### src/rtl/selection_history.sv
// Records selector results in arrival order, flags repeats/overflow, then
// replays the recorded sequence cyclically with a programmable dwell per entry.
module selection_history #(
    parameter int unsigned DEPTH = 8,
    parameter int unsigned DW    = 3,
    parameter int unsigned DWELL = 50_000_000
) (
    input  logic          clk,
    input  logic          rst_n,
    input  logic          clear,
    input  logic          in_valid,
    input  logic [DW-1:0] in_data,
    input  logic          in_last,
    output logic [DW-1:0] out_digit,
    output logic [DW-1:0] out_index,
    output logic          out_valid,
    output logic          replaying,
    output logic [DW:0]   count,
    output logic          dup_err,
    output logic          overflow
);

    localparam int unsigned    CW         = DW + 1;
    localparam int unsigned    DWELL_EFF  = (DWELL == 0) ? 1 : DWELL;
    localparam logic [31:0]    DWELL_LAST = 32'(DWELL_EFF - 1);
    localparam logic [CW-1:0]  FULL       = CW'(DEPTH);

    typedef enum logic {
        CAPTURE = 1'b0,
        REPLAY  = 1'b1
    } state_t;

    state_t        state;
    logic [DW-1:0] mem [DEPTH];
    logic [DEPTH-1:0] seen;
    logic [DW-1:0] rd_ptr;
    logic [DW-1:0] wr_ptr;
    logic [DW-1:0] nxt_ptr;
    logic [31:0]   dcnt;
    logic          full;
    logic          wr_en;
    logic          start;

    assign wr_ptr  = count[DW-1:0];
    assign full    = (count == FULL);
    assign wr_en   = (state == CAPTURE) && !clear && in_valid && !full;
    assign start   = (state == CAPTURE) && !clear && in_last && ((count != '0) || in_valid);
    // Replay wraps at the last recorded slot, not at DEPTH
    assign nxt_ptr = ({1'b0, rd_ptr} == (count - CW'(1))) ? '0 : rd_ptr + DW'(1);

    // History storage; contents are never visible while count is zero
    always_ff @(posedge clk) begin
        if (wr_en) begin
            mem[wr_ptr] <= in_data;
        end
    end

    always_ff @(posedge clk or negedge rst_n) begin
        if (!rst_n) begin
            state     <= CAPTURE;
            count     <= '0;
            seen      <= '0;
            rd_ptr    <= '0;
            dcnt      <= '0;
            dup_err   <= 1'b0;
            overflow  <= 1'b0;
            out_digit <= '0;
            out_index <= '0;
            out_valid <= 1'b0;
            replaying <= 1'b0;
        end else if (clear) begin
            state     <= CAPTURE;
            count     <= '0;
            seen      <= '0;
            rd_ptr    <= '0;
            dcnt      <= '0;
            dup_err   <= 1'b0;
            overflow  <= 1'b0;
            out_digit <= '0;
            out_index <= '0;
            out_valid <= 1'b0;
            replaying <= 1'b0;
        end else begin
            case (state)
                CAPTURE: begin
                    if (in_valid) begin
                        if (!full) begin
                            count          <= count + CW'(1);
                            seen[in_data]  <= 1'b1;
                            out_digit      <= in_data;
                            out_index      <= wr_ptr;
                            out_valid      <= 1'b1;
                            if (seen[in_data]) begin
                                dup_err <= 1'b1;
                            end
                        end else begin
                            overflow <= 1'b1;
                        end
                    end
                    // A same-cycle capture into an empty history lands in slot 0
                    if (start) begin
                        state     <= REPLAY;
                        replaying <= 1'b1;
                        out_valid <= 1'b1;
                        rd_ptr    <= '0;
                        dcnt      <= '0;
                        out_index <= '0;
                        out_digit <= (count == '0) ? in_data : mem[0];
                    end
                end
                REPLAY: begin
                    if (dcnt == DWELL_LAST) begin
                        dcnt      <= '0;
                        rd_ptr    <= nxt_ptr;
                        out_digit <= mem[nxt_ptr];
                        out_index <= nxt_ptr;
                    end else begin
                        dcnt <= dcnt + 32'd1;
                    end
                end
                default: begin
                    state     <= CAPTURE;
                    replaying <= 1'b0;
                end
            endcase
        end
    end

endmodule

### config.mk
export PLATFORM = sky130hd
export DESIGN_NAME = selection_history
export DESIGN_NICKNAME = d
export VERILOG_FILES = /design/src/rtl/selection_history.sv
export SDC_FILE = /design/constraint.sdc
export NUM_CORES = 1
export LEC_CHECK = 0
export ABC_AREA = 1
export BUFFER_PORTS_ARGS = -buffer_cell sky130_fd_sc_hd__buf_2
export CAP_MARGIN = 30
export CORE_ASPECT_RATIO = 1.2
export CORE_MARGIN = 8
export CORE_UTILIZATION = 35
export CTS_CLUSTER_DIAMETER = 60
export DETAILED_ROUTE_END_ITERATION = 7
export GPL_ROUTABILITY_DRIVEN = 0
export HOLD_SLACK_MARGIN = 0.08
export PLACE_DENSITY_LB_ADDON = 0.08
export SYNTH_ARGS = -nofsm -noshare
export SYNTH_HDL_FRONTEND = slang
export SYNTH_SLANG_ARGS = --single-unit
### constraint.sdc
create_clock -name clk -period 2.6 [get_ports clk]
set_input_delay 0.78 -clock clk [delete_from_list [all_inputs] [get_ports clk]]
set_output_delay 0.78 -clock clk [all_outputs]
set_load 0.03 [all_outputs]
==> out/results.ini <==
[drt]
drt_pass1_iterations = 4
drt_iter0_markers = 190
routedWlPerCell_um = 15.3
ant_nets = 0
vias = 3794
totalWireLength_mm = 11.7
viasPerCell = 4.98
drc_errors = 0

[floorplan]
initial_utilization = 0.358
die_x_um = 120
dieArea_mm2 = 0.0168
fp-row-count = 45
die_h_um = 140
pin_count = 22
core-area_mm2 = 0.0126

[placed_design]
dp_worst_setup_slack_ns = 0.192
dp_hpwl_mm = 8.82
place_area_mm2 = 0.00484
port_buffers = 21
dp.cells = 746

[critical_path]
path_max_fanout = 11
cp-end-kind = flip-flop
critPathLaunchType = flip-flop
ff2ff_path_depth = 6
path_class = flip-flop to flip-flop
reg2reg_to = mem[2][2]
r2r_slack_ns = 0.42
worst_ep_required_time_ns = 2.60
crit-reg2reg-launch = count[2]
critPathArrivalTime_ns = 2.18

[finish]
syn2layout_area_growth_pct = 13.2
final_cell_area_mm2 = 0.00512
antenna_cells = 0
nets = 606
drive_gt1_frac = 0.154
final_util = 0.406
final_cells = 762

[power_and_ir_drop]
leakage_nw = 2.22
p_sw_uw = 819
sw_frac_of_total = 0.280
p_per_area_mw_per_mm2 = 573
worst_ir_drop_vdd_v = 0.000276
power_frac_comb = 0.125
seq_power_share = 0.474
p_clk_frac = 0.401
p_int_mw = 2.11
total_power_mw = 2.93

[clocking]
clk_pin_slew_ns = 0.06
clock_latency_ns = 0.34
clk_path_buf_depth = 2
cts-root-buf = clkbuf_16
cts_sinks = 82
cts-buffers-inserted = 9
cts_resized = 0
cts_hold_buf = 0
h-tree-depth = 3
post_cts_buffers = 0
cts_tree = yes

[yosys]
ys_seq_area_frac = 0.481
async_reset_ff_frac = 0.707
avgSynthCellArea_um2 = 8.03
syn_nets = 576
yosysUniqueCellTypes = 40
synth_ff_type = dfrtp_1
yosys_warnings = 0
synth.cell_area_mm2 = 0.00452
syn_inst = 563
ys_ff_latch = 82
synth-edff-count = 24

[global_route]
grt.total_usage = 0.147
grt_pass1_wl_mm = 19.7
antenna_found_initial = 0
grt_overflow = 0
grt_max_degree = 40
grt_pass1_vias = 3847

[sta]
hold_viol_final = 0
setup_tns_ns = 0
min_period_ns = 2.18
slew_headroom = 0.672
fin_crit_sh = 0.839
finalSetupViolCount = 0
fin_skew_ns = 0.00736
maxSlewViolCount = 0
rsz0062_at_grt = no
tightest_slew_ns = 0.492
hold_ws_ns = 0.400
fmax_mhz = 458
setup_slack_ns = 0.419

[flow_run]
cap_violations = 0

[min_path]
hp-class = primary input to asynchronous set/reset pin

[status]
status = complete, no violations

cells by family (layout without fill, tap and decap cells):
kind of cell / count (synthesis) / count (layout) / share of synthesized area
AOI/OAI and AO/OA: 76 / 76 / 0.0978
adders and majority gates: 5 / 5 / 0.0138
xor gates and xnor gates: 8 / 8 / 0.0155
and+or+nand+nor: 308 / 308 / 0.318
DFF: 82 / 82 / 0.481
buffers and inverters: 84 / 119 / 0.0745
layout by cell type, fill, tap and decap left out, types with 2 or more instances in the layout:
cell type and count:
a21oi_1 24, a22o_1 2, a31oi_1 2, buf_2 21, buf_4 7, clkbuf_16 9
clkinv_1 3, clkinv_2 3, clkinv_4 2, clkinvlp_4 2, dfrtp_1 58, edfxtp_1 24
ha_1 5, inv_1 60, inv_2 10, nand2_1 125, nand2_2 10, nand2_4 4
nand3_1 47, nand3_2 2, nand3b_1 3, nand4_1 10, nor2_1 73, nor2_2 8
nor2_4 3, nor3_1 15, nor3_2 5, o2111ai_1 3, o21ai_0 15, o21ai_1 9
o22ai_1 15, xor2_1 8
state kept, by name, indices dropped and copies added, names as in the netlist:
name and count:
out_index 3, mem 24, dcnt 32, count 4, out_digit 3, out_valid 1, replaying 1, state 1
overflow 1, rd_ptr 3, dup_err 1, seen 8
critical path: stages (launching register included):
cell	delay, ns
dfrtp_1	0.64
inv_2	0.10
nand3_1	0.13
nand2_1	0.08
nor2_1	0.34
nand2_1	0.20
nor3_1	0.35
layout make-up:
type,instances,area [µm²]
fill,1349,7500
sequential,82,2170
clock inverter,7,46.3
tap,164,205
multi-input combinational,397,2010
clock buffer,9,225
timing repair buffer,29,178
inverter,74,280
worst max path at each step:
stage              from            to  slack [ns]  cells after the start
5_1_grt        count[1]  out_digit[2]        0.20                     14
2_1_floorplan     clear     mem[0][0]        0.50                      6
6_report       count[2]     mem[2][2]        0.42                      6
4_1_cts        count[2]     mem[2][2]        0.41                      6
3_5_place_dp      clear     mem[2][1]        0.19                      6
3_3_place_gp      clear     mem[2][0]        0.21                      6
per-layer routing:
metal / vias to the layer above / global-route usage / wire length, µm
met4: 0 / 0.0560 / 228
met5: - / 0 / 0
li1: 1913 / - / -
met2: 54 / 0.269 / 6250
met1: 1811 / 0.162 / 4880
met3: 16 / 0.0310 / 306
power by group through the flow:
stage	combinational, mW	sequential, mW	clock [mW]
6_report	0.365	1.39	1.18
5_1_grt	0.414	1.39	1.25
4_1_cts	0.373	1.39	1.21
3_5_place_dp	0.371	1.41	0
3_3_place_gp	0.369	1.41	0
2_1_floorplan	0.207	1.44	0
cells in the mapped netlist (4+ instances only):
library cell	number	area [µm²]
inv_2	10	37.5
dfrtp_1	58	1450
buf_4	4	30.0
a21oi_1	24	120
nand2_1	125	469
o21ai_1	9	45.0
nor3_2	5	50.1
nand4_1	10	62.6
nor2_2	8	50.1
ha_1	5	62.6
nand2_2	10	62.6
inv_1	60	225
nor2_1	73	274
edfxtp_1	24	721
o22ai_1	15	93.8
nor3_1	15	75.1
o21ai_0	15	75.1
nand3_1	47	235
xor2_1	8	70.1
nand2_4	4	45.0
Note: power is estimated with default switching activity, not from simulation.
